--- src/rtl/irq_ctrl.sv ---
// Interrupt aggregator feeding CP0: synchronized external lines with per-line
// edge/level capture, a count/compare interval timer on line 5, and a small register file.
module irq_ctrl #(
    parameter int SYNC_STAGES = 2,
    parameter int TIMER_W     = 32
) (
    input  logic        clk,
    input  logic        rst,
    input  logic [4:0]  irq_in,
    input  logic [1:0]  addr,
    input  logic        we,
    input  logic [31:0] wd,
    output logic [31:0] rd,
    output logic [5:0]  interrupt
);

    localparam logic [1:0] ADDR_PEND    = 2'd0;
    localparam logic [1:0] ADDR_CTRL    = 2'd1;
    localparam logic [1:0] ADDR_COUNT   = 2'd2;
    localparam logic [1:0] ADDR_COMPARE = 2'd3;

    logic [SYNC_STAGES-1:0][4:0] sync_q;
    logic [4:0]         irq_s;
    logic [4:0]         irq_h;
    logic [4:0]         irq_rise;
    logic [5:0]         pend;
    logic [5:0]         pend_d;
    logic [5:0]         mask;
    logic [4:0]         edge_mode;
    logic               tmr_en;
    logic [TIMER_W-1:0] count;
    logic [TIMER_W-1:0] compare;
    logic               tmr_match;
    logic               wr_pend;
    logic               wr_ctrl;
    logic               wr_count;
    logic               wr_compare;
    logic [5:0]         w1c;
    logic [31:0]        count_rd;
    logic [31:0]        compare_rd;

    assign wr_pend    = we && (addr == ADDR_PEND);
    assign wr_ctrl    = we && (addr == ADDR_CTRL);
    assign wr_count   = we && (addr == ADDR_COUNT);
    assign wr_compare = we && (addr == ADDR_COMPARE);
    assign w1c        = wr_pend ? wd[5:0] : 6'd0;

    assign irq_s     = sync_q[SYNC_STAGES-1];
    assign irq_rise  = irq_s & ~irq_h;
    // Compare uses the pre-increment / pre-load COUNT value.
    assign tmr_match = tmr_en && (count == compare);

    always_ff @(posedge clk or negedge rst) begin
        if (!rst) begin
            sync_q <= '0;
            irq_h  <= '0;
        end else begin
            sync_q[0] <= irq_in;
            for (int k = 1; k < SYNC_STAGES; k++) begin
                sync_q[k] <= sync_q[k-1];
            end
            irq_h <= irq_s;
        end
    end

    // Set events win over a same-cycle W1C or COMPARE-write clear.
    always_comb begin
        pend_d = pend;
        for (int i = 0; i < 5; i++) begin
            if (edge_mode[i]) begin
                pend_d[i] = irq_rise[i] | (pend[i] & ~w1c[i]);
            end else begin
                pend_d[i] = irq_s[i];
            end
        end
        pend_d[5] = tmr_match | (pend[5] & ~(w1c[5] | wr_compare));
    end

    always_ff @(posedge clk or negedge rst) begin
        if (!rst) begin
            pend      <= '0;
            mask      <= '0;
            edge_mode <= '0;
            tmr_en    <= 1'b0;
            count     <= '0;
            compare   <= '1;
        end else begin
            pend <= pend_d;
            if (wr_ctrl) begin
                mask      <= wd[5:0];
                edge_mode <= wd[12:8];
                tmr_en    <= wd[16];
            end
            if (wr_count) begin
                count <= wd[TIMER_W-1:0];
            end else if (tmr_en) begin
                count <= count + TIMER_W'(1);
            end
            if (wr_compare) begin
                compare <= wd[TIMER_W-1:0];
            end
        end
    end

    always_comb begin
        count_rd                  = '0;
        count_rd[TIMER_W-1:0]     = count;
        compare_rd                = '0;
        compare_rd[TIMER_W-1:0]   = compare;
    end

    always_comb begin
        rd = '0;
        case (addr)
            ADDR_PEND:    rd[5:0] = pend;
            ADDR_CTRL:    rd = {15'd0, tmr_en, 3'd0, edge_mode, 2'd0, mask};
            ADDR_COUNT:   rd = count_rd;
            ADDR_COMPARE: rd = compare_rd;
            default:      rd = '0;
        endcase
    end

    assign interrupt = pend & mask;

endmodule
--- config.mk ---
export PLATFORM = sky130hd
export DESIGN_NAME = irq_ctrl
export DESIGN_NICKNAME = d
export VERILOG_FILES = /design/src/rtl/irq_ctrl.sv
export SDC_FILE = /design/constraint.sdc
export NUM_CORES = 1
export LEC_CHECK = 0
export ABC_AREA = 1
export BUFFER_PORTS_ARGS = -buffer_cell sky130_fd_sc_hd__buf_2
export CAP_MARGIN = 20
export CORE_MARGIN = 1
export CORE_UTILIZATION = 31
export CTS_BUF_LIST = sky130_fd_sc_hd__clkbuf_4
export DETAILED_ROUTE_END_ITERATION = 8
export RECOVER_POWER = 100
export REMOVE_ABC_BUFFERS = 1
export SYNTH_ARGS = -nofsm -noshare
export SYNTH_HDL_FRONTEND = slang
export SYNTH_SLANG_ARGS = --single-unit
--- constraint.sdc ---
create_clock -name clk -period 1.9 [get_ports clk]
set_clock_uncertainty 0.1 [all_clocks]
set_input_delay 0.19 -clock clk [delete_from_list [all_inputs] [get_ports clk]]
set_output_delay 0.19 -clock clk [all_outputs]
set_load 0.02 [all_outputs]
Yosys cells after proc, flatten, opt, wreduce, memory -nomap -nowiden
Index checks and enable logic that the tools add are counted.
{"block": "totals", "reg_bits": 97, "latchBits": 0, "ram_bits": 0, "romBits": 0, "in_bits": 42, "output_inout_bits": 38, "wordCells": 53, "mem_count": 0}
{"block": "op_classes", "add_sub_neg": 1, "multipliers": 0, "div": 0, "magnitude_cmp": 0, "n_eq_ne": 4, "shifts": 0, "muxes": 10, "bitwise_logic": 22, "reduce_logical": 7}
{"operator": "case mux 26 bit (3 select lines)", "n": 1}
{"operator": "2-to-1 mux 32 bit", "n": 2}
{"operator": "adder 32 x 1 -> 32 bit (second input constant)", "n": 1}
{"operator": "equality test 32 bit", "n": 1}
{"operator": "case mux 6 bit (4 select lines)", "n": 1}
{"operator": "OR 1 bit", "n": 7}
{"operator": "bitwise AND 1 bit", "n": 6}
{"operator": "bitwise AND 6 bit", "n": 1}
{"operator": "2-to-1 mux 6 bit", "n": 1}
{"operator": "inverter 1 bit", "n": 6}
{"operator": "bitwise AND 5 bit", "n": 1}
{"operator": "logical AND 1 bit", "n": 5}
{"operator": "2-to-1 mux 1 bit", "n": 5}
{"operator": "inverter 5 bit", "n": 1}
{"operator": "equality test 2 bit (second input constant)", "n": 2}
{"operator": "equality test 2 x 1 -> 1 bit (second input constant)", "n": 1}
{"operator": "zero test 2 bit", "n": 1}
{"operator": "nonzero test 2 bit", "n": 1}

Logic depth before layout (Yosys ltp)
Gate-level depths: netlist of run 1.
{"block": "depth", "depth_word": 7, "mapped_depth": 10, "ltp_nobuf": 10}

Least setup slack after synthesis of run 1
No wires, ideal clock.
{"block": "synth_path", "path_kind": "reg2reg", "startpoint": "register count[0]", "endpoint": "register count[12]", "setup_time_ps": 120, "t_arrival_ps": 1276, "required_ps": 1680, "path_slack_ps": 405, "stages_incl_launch_ff": 8, "n_path_buf": 0, "period_less_slack_ps": 1495, "path_cell_list": "dfrtp_1 ha_1 nand3_1 inv_1 nand2_2 nor2_1 nand2_1 a31o_1"}
{"block": "synth_between", "elab_chain_cells": 3}
{"element": "start, declared", "line": "31", "text": "logic [TIMER_W-1:0] count;"}
{"element": "start signal, assigned", "line": "95", "text": "count <= wd[TIMER_W-1:0];"}
{"element": "start signal, assigned", "line": "97", "text": "count <= count + TIMER_W'(1);"}
{"element": "adder 32 x 1 -> 32 bit", "line": "97"}
{"element": "2-to-1 mux 32 bit", "line": "96", "text": "end else if (tmr_en) begin"}
{"element": "2-to-1 mux 32 bit", "line": "94", "text": "if (wr_count) begin"}
No other way between the ends. The select of a mux whose other input is x is not followed.
A chain may end at the register's enable or synchronous reset.

Final worst setup path of run 1
{"block": "layout_path", "startpoint": "register compare[13]", "endpoint": "output rd[13]"}
{"block": "layout_between", "elab_chain_cells": 1}
{"element": "start, declared", "line": "32", "text": "logic [TIMER_W-1:0] compare;"}
{"element": "start signal, assigned", "line": "100", "text": "compare <= wd[TIMER_W-1:0];"}
{"element": "case mux 26 bit (3 select lines)", "line": "114", "text": "case (addr)"}
{"element": "end, declared", "line": "13", "text": "output logic [31:0] rd,"}
No other way between the ends.

==> impl_metrics.tcl, run 1 <==
set metrics [dict create \
    outcome "completed" \
    clk_pin_slew_ns 0.17 \
    setup_tns_ns 0 \
    clockBufferDepth 2 \
    firstDrtPassIters 5 \
    clkPwrFrac 0.178 \
    yosysTopAreaCellShare 0.2937 \
    grt_use_total 0.1854 \
    worst_slew_pin_slew_ns 1.071 \
    layout_min_cycle_time_ns 1.845 \
    avgSynthCellArea_um2 7.445 \
    p_seq_frac 0.471 \
    switching_share 0.4203 \
    ys.flop_type "dfrtp_1" \
    portBuffers 79 \
    synth_area_leader_cell "dfrtp_1" \
    synth-seq-area-share 0.4454 \
    fin_cells 1108 \
    worst_path_largest_cell_delay_ns 0.58 \
    die_x_um 135.7 \
    grt_pass1_wl_mm 26.05 \
    crit_type "flip-flop to primary output" \
    finalCritPeriodShare 0.9709 \
    finalSetupViolCount 0 \
    hold_viol 0 \
    num_rows 48 \
    start_kind "flip-flop" \
    cp_num_cells 3 \
    crit_required_ns 1.61 \
    crit_path_max_fanout 3 \
    p_leak_nw 3.314 \
    cts_tree "done" \
    wl_per_cell_um 14.69 \
    viasPerCell 4.681 \
    syn-cell-area_um2 5539 \
    syn2layout_area_growth_pct 24.42 \
    dp_hpwl_mm 12.14 \
    ys_ff_latch 97 \
    yosysMostFrequentCell "nand2_1" \
    cts-root-buf "clkbuf_4" \
    drcViolationCount 0 \
    ys_types 35 \
    p_comb_frac 0.351 \
    use_met3 0.02058 \
    rsz0062_at_grt "false" \
    grt_pass1_vias 4831 \
    fin_ws_ns 0.05520 \
    crit_slowest_cell "dfstp_2" \
    cts_made_buffers 9 \
    drt_iter0_drc 316 \
    cts-htree-levels 3 \
    worstPathArrival_ns 1.55 \
    fillers 1865 \
    slew_headroom 0.2857 \
    antenna_found_initial 1 \
    gp_congestion 0.8901 \
    overflow 0 \
    synthTopCellsByArea "dfrtp_1 (29%), nand2_1 (16%), dfstp_2 (15%)" \
    postRouteAntennaNets 0 \
    synthesis.instances 744 \
    ys_warn_count 0 \
    r2r_cells 7 \
    cp-end-kind "primary output" \
    crit_family "flip-flops" \
    async_flop_share 1.000 \
    top_usage_layer "met2" \
    drive_gt1_frac 0.1995 \
    power.total_mw 6.520 \
    ios 80 \
    grt_max_degree 53 \
    layout.nets 920 \
    max-cap-violations 0 \
    ir_worst_vdd_mv 0.3441 \
    synth_edf_count 0 \
    synth_commonest_cells "nand2_1 (235), inv_1 (105), dfrtp_1 (65)" \
    num_vias 5186 \
    worstHoldPathType "input port to flip-flop" \
    dieHeight_um 135.7 \
    core_um2 17360 \
    cp.buffers_inverters 2 \
    power.switching_mw 2.740 \
    fmax_mhz 542.1 \
    met1_usage 0.2647 \
    intPower_mw 3.780 \
    initial_utilization 0.3191 \
    dp_slack_ns 0.2091 \
    clkLatencyLatePin_ns 0.51 \
    slew_violations 0 \
    placed_cells 1046 \
    die_area_um2 18410 \
    cts.sinks 97 \
    whs_path_depth 4 \
    grtUsageMet2 0.2851 \
    crit_path_cell_trace "inv_1 -> o22ai_1 -> buf_2" \
    wl_mm 16.28 \
    p_per_area_nw_per_um2 946.1 \
]
==> worst register-to-register path, cell delays in order, from the launching register on <==
cell and delay, ns:
dfrtp_1 0.52, nand2_1 0.13, nor2_2 0.16, nand2_4 0.11
nor2_2 0.32, nand3_1 0.12, nand3_1 0.10, nand3_1 0.08
==> sequential cells by signal, indices dropped and copies added (netlist names), 5 cells and up <==
register and flops:
compare 32, count 32, edge_mode 5, irq_h 5, irq_s 5, mask 6
pend 6, sync_q 5
==> kinds of logic after synthesis <==
family                   share of synthesized area
flip-flops                                  0.4454
XOR/XNOR                                   0.03795
AND/OR/NAND/NOR                             0.2724
buffers and inverters                      0.09668
adder cells (fa/ha/maj)                   0.002259
multiplexers                              0.002033
AO/OA/AOI/OAI                               0.1432
==> worst paths after layout <==
path	start	end	slack [ns]
min in group asynchronous	rst	edge_mode[2]$_DFFE_PN0P_	0.18
min	addr[0]	count[8]$_DFFE_PN0P_	0.07
max	compare[13]$_DFFE_PN1P_	rd[13]	0.06
max in group asynchronous	rst	count[0]$_DFFE_PN0P_	0.45
min reg2reg	sync_q[4]$_DFF_PN0_	irq_s[4]$_DFF_PN0_	0.27
max reg2reg	count[5]$_DFFE_PN0P_	count[19]$_DFFE_PN0P_	0.16
==> timing repair <==
action	CTS	global route
resized for setup	6	21
hold buffers	40	0
pin swaps	0	2
gates cloned	0	0
buffers inserted	1	4
hold endpoints to repair	182	0
endpoints found under the setup margin	4	19
==> area by class of cell <==
class	count	area, µm²	share of cell area
multi-input cells	514	2576	0.3738
flip-flops and latches	97	2476	0.3593
repair buffers	143	994.7	0.1443
inverters	112	420.4	0.06100
well taps	225	281.5	0.04085
clock inverters	7	72.57	0.01053
clock buffers	9	67.56	0.009804
diodes	1	2.502	0.0003631
==> power by group through the flow <==
stage	registers (mW)	clock network [mW]	logic, mW
6_report	3.07	1.16	2.29
5_1_grt	3.15	1.27	2.57
4_1_cts	3.07	1.20	2.26
3_5_place_dp	3.11	0	2.16
3_3_place_gp	3.10	0	2.15
2_1_floorplan	2.97	0	1.50
==> placed cells by master (no fill, tap or decap), types with 3 or more instances in the layout <==
| master | netlist | final |
|---|---|---|
| nand2_1 | 235 | 236 |
| inv_1 | 105 | 106 |
| o21ai_0 | 59 | 58 |
| dfrtp_1 | 65 | 58 |
| buf_2 | 11 | 52 |
| nor2_1 | 44 | 44 |
| nand3_1 | 44 | 44 |
| dlygate4sd3_1 | 0 | 40 |
| dfstp_2 | 32 | 28 |
| o22ai_1 | 30 | 26 |
| buf_4 | 1 | 19 |
| clkbuf_2 | 0 | 16 |
| xnor2_1 | 14 | 14 |
| a21oi_1 | 14 | 13 |
| o211ai_1 | 11 | 11 |
| clkbuf_1 | 6 | 11 |
| xor2_1 | 10 | 10 |
| clkbuf_4 | 0 | 10 |
| dfrtp_2 | 0 | 7 |
| nor2_4 | 7 | 6 |
| nand4_1 | 6 | 6 |
| nor2_2 | 4 | 5 |
| inv_2 | 6 | 5 |
| nor3_1 | 5 | 5 |
| nand2_2 | 5 | 4 |
| o22ai_2 | 0 | 4 |
| o221ai_1 | 6 | 4 |
| o21bai_1 | 4 | 4 |
| a21o_1 | 4 | 4 |
| dfstp_1 | 0 | 4 |
| o21ai_1 | 2 | 3 |
| nand2_4 | 3 | 3 |
==> stage by stage <==
stage	util	hold slack [ns]	instance area, µm²
after detailed placement	0.3635	-0.09372	6309
final	0.3971	0.06640	6892
after floorplan	-	-0.2056	5424
after global placement	0.3635	-0.09330	6309
after CTS	0.3963	0.03909	6879
after global routing	0.3971	0.08575	6892
==> layer usage <==
layer  up-vias  routed length, µm
met1      2424               8034
met4         0                274
met3        16                624
met2       100               7342
li1       2646                  -
met5         -                  0
(Power assumes the default switching activity.)
==> run 2: changes to the inputs <==
--- a/config.mk
+++ b/config.mk
@@ -7,12 +7,12 @@
 export LEC_CHECK = 0
 export ABC_AREA = 1
 export BUFFER_PORTS_ARGS = -buffer_cell sky130_fd_sc_hd__buf_2
-export CAP_MARGIN = 20
 export CORE_MARGIN = 1
 export CORE_UTILIZATION = 31
 export CTS_BUF_LIST = sky130_fd_sc_hd__clkbuf_4
 export DETAILED_ROUTE_END_ITERATION = 8
-export RECOVER_POWER = 100
+export PLACE_DENSITY_LB_ADDON = 0.12
+export RECOVER_POWER = 25
 export REMOVE_ABC_BUFFERS = 1
 export SYNTH_ARGS = -nofsm -noshare
 export SYNTH_HDL_FRONTEND = slang
==> run 2 against run 1 <==
Effect of this change: cell count about the same; first-iteration DRC count up 11%; total power is 1.1% higher; die area unchanged.
==> impl_metrics.tcl, run 2 (synthesis gave the netlist of run 1 again) <==
set metrics [dict create \
    drive_gt1_frac 0.2106 \
    drt_iter0_drc 352 \
    clockBufferDepth 2 \
    viasPerCell 4.827 \
    p_per_area_nw_per_um2 956.4 \
    slew_headroom 0.2664 \
    layout_min_cycle_time_ns 1.821 \
    layout.nets 921 \
    dieHeight_um 135.7 \
    slew_violations 0 \
    crit_required_ns 1.61 \
    grt_use_total 0.2002 \
    ir_worst_vdd_mv 0.4913 \
    wl_per_cell_um 15.81 \
    cts-root-buf "clkbuf_4" \
    core_um2 17360 \
    cts_tree "done" \
    overflow 0 \
    holdWs_ns 0.07736 \
    start_kind "flip-flop" \
    grt_max_degree 55 \
    grt_pass1_vias 5075 \
    cp-end-kind "primary output" \
    finalCritPeriodShare 0.9585 \
    initial_utilization 0.3191 \
    cts.sinks 97 \
    fin_ws_ns 0.07893 \
    portBuffers 79 \
    dp_slack_ns 0.1446 \
    crit_type "flip-flop to primary output" \
    hold_viol 0 \
    outcome "completed" \
    worstPathArrival_ns 1.53 \
    max-cap-violations 0 \
    grt_pass1_wl_mm 27.95 \
    die_area_um2 18410 \
    p_leak_nw 3.355 \
    postRouteAntennaNets 0 \
    crit_path_max_fanout 6 \
    drcViolationCount 0 \
    firstDrtPassIters 5 \
    ios 80 \
    gp_congestion 0.8998 \
    worst_slew_pin_slew_ns 1.100 \
    worstHoldPathType "input port to flip-flop" \
    wl_mm 17.54 \
    num_rows 48 \
    cts-htree-levels 3 \
    reg_top3 "compare: 32 flops, count: 32 flops" \
    power.total_mw 6.592 \
    finalSetupViolCount 0 \
    rsz0062_at_grt "true" \
    final_common_cell "nand2_1" \
    syn2layout_area_growth_pct 24.44 \
    clk_pin_slew_ns 0.16 \
    num_vias 5353 \
    die_x_um 135.7 \
    final_cell_mix "nand2_1 (235), inv_1 (104), buf_2 (74)" \
    dp_hpwl_mm 13.20 \
    fmax_mhz 549.1 \
    clkLatencyLatePin_ns 0.48 \
    antenna_found_initial 1 \
    cts_made_buffers 9 \
]
run 2: cell types whose count changed in the layout (fill, tap and decap cells not counted), sizes merged:
cell / delta
clkinvlp: +1
clkinv: -1
bufinv: +1
inv: -3
clkbuf: -24
buf: +27
run 2: final cells by class:
class                           count  area [µm²]
Clock buffer                       11       82.58
Antenna cell                        1       2.502
Sequential cell                    97        2474
Fill cell                        1827       10460
Tap cell                          225       281.5
Timing Repair Buffer              144        1018
Inverter                          112       420.4
Clock inverter                      5       65.06
Multi-Input combinational cell    514        2549
run 2: final timing paths:
kind	from	end	slack, ns	cells after the start
worst max register to register	count[0]$_DFFE_PN0P_	count[18]$_DFFE_PN0P_	0.17	9
worst min register to register	sync_q[0]$_DFF_PN0_	irq_s[0]$_DFF_PN0_	0.27	0
max in group asynchronous	rst	count[16]$_DFFE_PN0P_	0.37	3
worst min-delay path	addr[0]	count[0]$_DFFE_PN0P_	0.08	4
worst max-delay path	count[16]$_DFFE_PN0P_	rd[16]	0.08	3
min in group asynchronous	rst	pend[3]$_DFF_PN0_	0.22	3
run 2: metrics by stage:
stage	TNS [ns]	instance area, µm²	util	instances
floorplan	0	5424	-	723
global placement	0	6321	0.3642	1051
detailed placement	0	6321	0.3642	1051
CTS	0	6883	0.3966	1108
global route	-0.01752	6893	0.3971	1109
finish	0	6893	0.3971	1109
run 2: power by group:
group          switching [mW]  leakage, nW  internal (mW)
sequential              0.531         1.13           2.57
combinational            1.39         2.15          0.905
clock                   0.757       0.0752          0.442
total                    2.68         3.35           3.91
run 2: critical path, stage by stage (launching register included):
cell	delay [ns]
dfrtp_2	0.45
inv_1	0.11
o211ai_1	0.27
buf_2	0.22
run 2: routing by layer:
metal | vias up | wire, µm | share of wire | track usage
li1 | 2647 | - | - | -
met1 | 2561 | 8635 | 0.49 | 0.2834
met2 | 129 | 7891 | 0.45 | 0.3084
met3 | 16 | 763 | 0.044 | 0.02881
met4 | 0 | 248 | 0.014 | 0.07241
met5 | - | 0 | 0 | 0
run 2: what timing repair did:
action,4_1_cts,5_1_grt
hold buffers,40,0
buffers inserted,1,0
setup endpoints to repair,3,12
pin swaps,0,1
resized for setup,3,12
hold endpoints to repair,181,0
==> run 3: changes to the inputs <==
--- a/config.mk
+++ b/config.mk
@@ -7,8 +7,9 @@
 export LEC_CHECK = 0
 export ABC_AREA = 1
 export BUFFER_PORTS_ARGS = -buffer_cell sky130_fd_sc_hd__buf_2
+export CAP_MARGIN = 25
 export CORE_MARGIN = 1
-export CORE_UTILIZATION = 31
+export CORE_UTILIZATION = 55
 export CTS_BUF_LIST = sky130_fd_sc_hd__clkbuf_4
 export DETAILED_ROUTE_END_ITERATION = 8
 export PLACE_DENSITY_LB_ADDON = 0.12
==> constraint.sdc (replaced) <==
create_clock -name clk -period 1.9 [get_ports clk]
set_clock_uncertainty 0.1 [all_clocks]
set_input_delay 0.19 -clock clk [delete_from_list [all_inputs] [get_ports clk]]
set_output_delay 0.19 -clock clk [all_outputs]
set_load 0.05 [all_outputs]
==> run 3 against run 2 <==
Effect of this change: the run now ends with negative setup slack left; wire length shrank 12%; count of clock-buffer cells in the layout is 2 lower; combinational power is 11% higher; worst hold slack got worse by 0.014 ns; die area fell by 43%; global-route usage increased by 12 points; first-iteration DRC count fell by 8.0%; via count about the same; total power grew 2.7%; sequential power barely moved; sequential share of layout area rose by 0.89 points; sequential cell count unchanged; critical endpoint is now rd[6].
==> impl_metrics.tcl, run 3 (synthesis gave the netlist of run 1 again) <==
set metrics [dict create \
    num_vias 5354 \
    final_cell_mix "nand2_1 (235), inv_1 (104), o21ai_0 (59)" \
    cts-htree-levels 3 \
    gp_congestion 0.9519 \
    cp-end-kind "primary output" \
    slew_violations 0 \
    reg_top3 "compare: 32 flops, count: 32 flops" \
    finalSetupViolCount 1 \
    core_um2 9774 \
    cp.buffers_inverters 2 \
    firstDrtPassIters 5 \
    outcome "complete, but fails checks" \
    portBuffers 79 \
    num_rows 36 \
    wl_mm 15.46 \
    cts.sinks 97 \
    diodes 0 \
    clockBufferDepth 2 \
    max-cap-violations 0 \
    die_area_um2 10480 \
    crit_path_max_fanout 5 \
    p_leak_nw 3.281 \
    final_common_cell "nand2_1" \
    grt_pass1_wl_mm 25.27 \
    worstPathArrival_ns 1.63 \
    worst_slew_pin_slew_ns 0.9743 \
    start_kind "flip-flop" \
    crit_required_ns 1.61 \
    clk_pin_slew_ns 0.16 \
    setup_tns_ns -0.01933 \
    layout.nets 908 \
    holdWs_ns 0.06332 \
    cts_tree "done" \
    rr_startpoint "count[1]$_DFFE_PN0P_" \
    crit_path_cell_trace "inv_1 -> o21ai_0 -> clkbuf_4" \
    setup.worst_path.start "count[6]$_DFFE_PN0P_" \
    worstHoldPathType "input port to flip-flop" \
    syn2layout_area_growth_pct 21.91 \
    crit_family "flip-flops" \
    wl_per_cell_um 15.42 \
    fmax_mhz 521.0 \
    clkLatencyLatePin_ns 0.49 \
    p_per_area_nw_per_um2 1002 \
    holdCritStartpoint "we" \
    grt_pass1_vias 5127 \
    drt_iter0_drc 324 \
    placed_cell_area_um2 6123 \
    dieHeight_um 102.4 \
    grt_max_degree 38 \
    drive_gt1_frac 0.2115 \
    dp_hpwl_mm 11.02 \
    overflow 0 \
    finalCritPeriodShare 1.010 \
    ir_worst_vdd_mv 0.6345 \
    slew_headroom 0.3505 \
    cts-root-buf "clkbuf_4" \
    cts_made_buffers 9 \
    postLayoutCellArea_um2 6753 \
    viasPerCell 5.338 \
    crit_type "flip-flop to primary output" \
    hold_viol 0 \
    postRouteAntennaNets 0 \
    antenna_found_initial 0 \
    ios 80 \
    die_x_um 102.4 \
    crit_slowest_cell "dfrtp_2" \
    grt_use_total 0.3189 \
    worst_path_largest_cell_delay_ns 0.45 \
    fin_ws_ns -0.01933 \
    layout_min_cycle_time_ns 1.919 \
    initial_utilization 0.5667 \
    reg2reg_slack_ns 0.14 \
    drcViolationCount 0 \
    violations "negative setup slack" \
]
[run 3: worst register-to-register path, delay by kind of cell (launching register included)]
family | cells | cell delay (ns)
AND/OR/NAND/NOR | 7 | 0.84
flip-flops | 1 | 0.46
buffers and inverters | 1 | 0.11
adder cells (fa/ha/maj) | 1 | 0.20
[run 3: cell type report]
cell class                 count  area (µm²)
clock buffer                   9       67.56
clock inverter                 7       62.56
fill                         833        3022
inverter                     112       420.4
multi-input combinational    514        2561
sequential                    97        2484
tap                          133       166.4
timing repair buffer         131       991.0
[run 3: metal layers]
layer | part of all wire | GRT usage | vias to the layer above
li1 | - | - | 2636
met2 | 0.46 | 0.5075 | 198
met5 | 0 | 0 | -
met3 | 0.071 | 0.06908 | 14
met1 | 0.46 | 0.4395 | 2506
met4 | 0.012 | 0.09121 | 0
[run 3: path summary, 6_finish.rpt]
kind                                           endpoint  depth (start not counted)
worst max-delay path                              rd[6]                          3
worst min-delay path              count[10]$_DFFE_PN0P_                          4
worst max register to register    count[22]$_DFFE_PN0P_                          9
worst min register to register       irq_s[2]$_DFF_PN0_                          0
max in group asynchronous       compare[20]$_DFFE_PN1P_                          3
min in group asynchronous          count[0]$_DFFE_PN0P_                          2
[run 3: what timing repair did]
item / CTS / global route
resized for setup: 11 / 44
pin swaps: 0 / 2
endpoints found under the hold margin: 157 / 0
setup buffers: 0 / 1
hold buffers: 38 / 0
endpoints found under the setup margin: 10 / 28
cloned: 0 / 0
[run 3: metrics by stage]
| step | worst slack [ns] | util | instances | power [mW] |
|---|---|---|---|---|
| floorplan | -0.04915 | - | 723 | 4.757 |
| global placement | 0.2437 | 0.6265 | 948 | 5.429 |
| detailed placement | 0.1765 | 0.6265 | 948 | 5.508 |
| CTS | 0.0007648 | 0.6816 | 1002 | 6.681 |
| global route | -0.04886 | 0.6909 | 1003 | 7.189 |
| finish | -0.01933 | 0.6909 | 1003 | 6.768 |
[run 3: where the power goes]
| part | switching, mW | leakage (nW) | internal, mW |
|---|---|---|---|
| Clock | 0.784 | 0.0626 | 0.292 |
| Sequential | 0.548 | 1.12 | 2.58 |
| Combinational | 1.65 | 2.10 | 0.916 |
| Total | 2.98 | 3.28 | 3.79 |
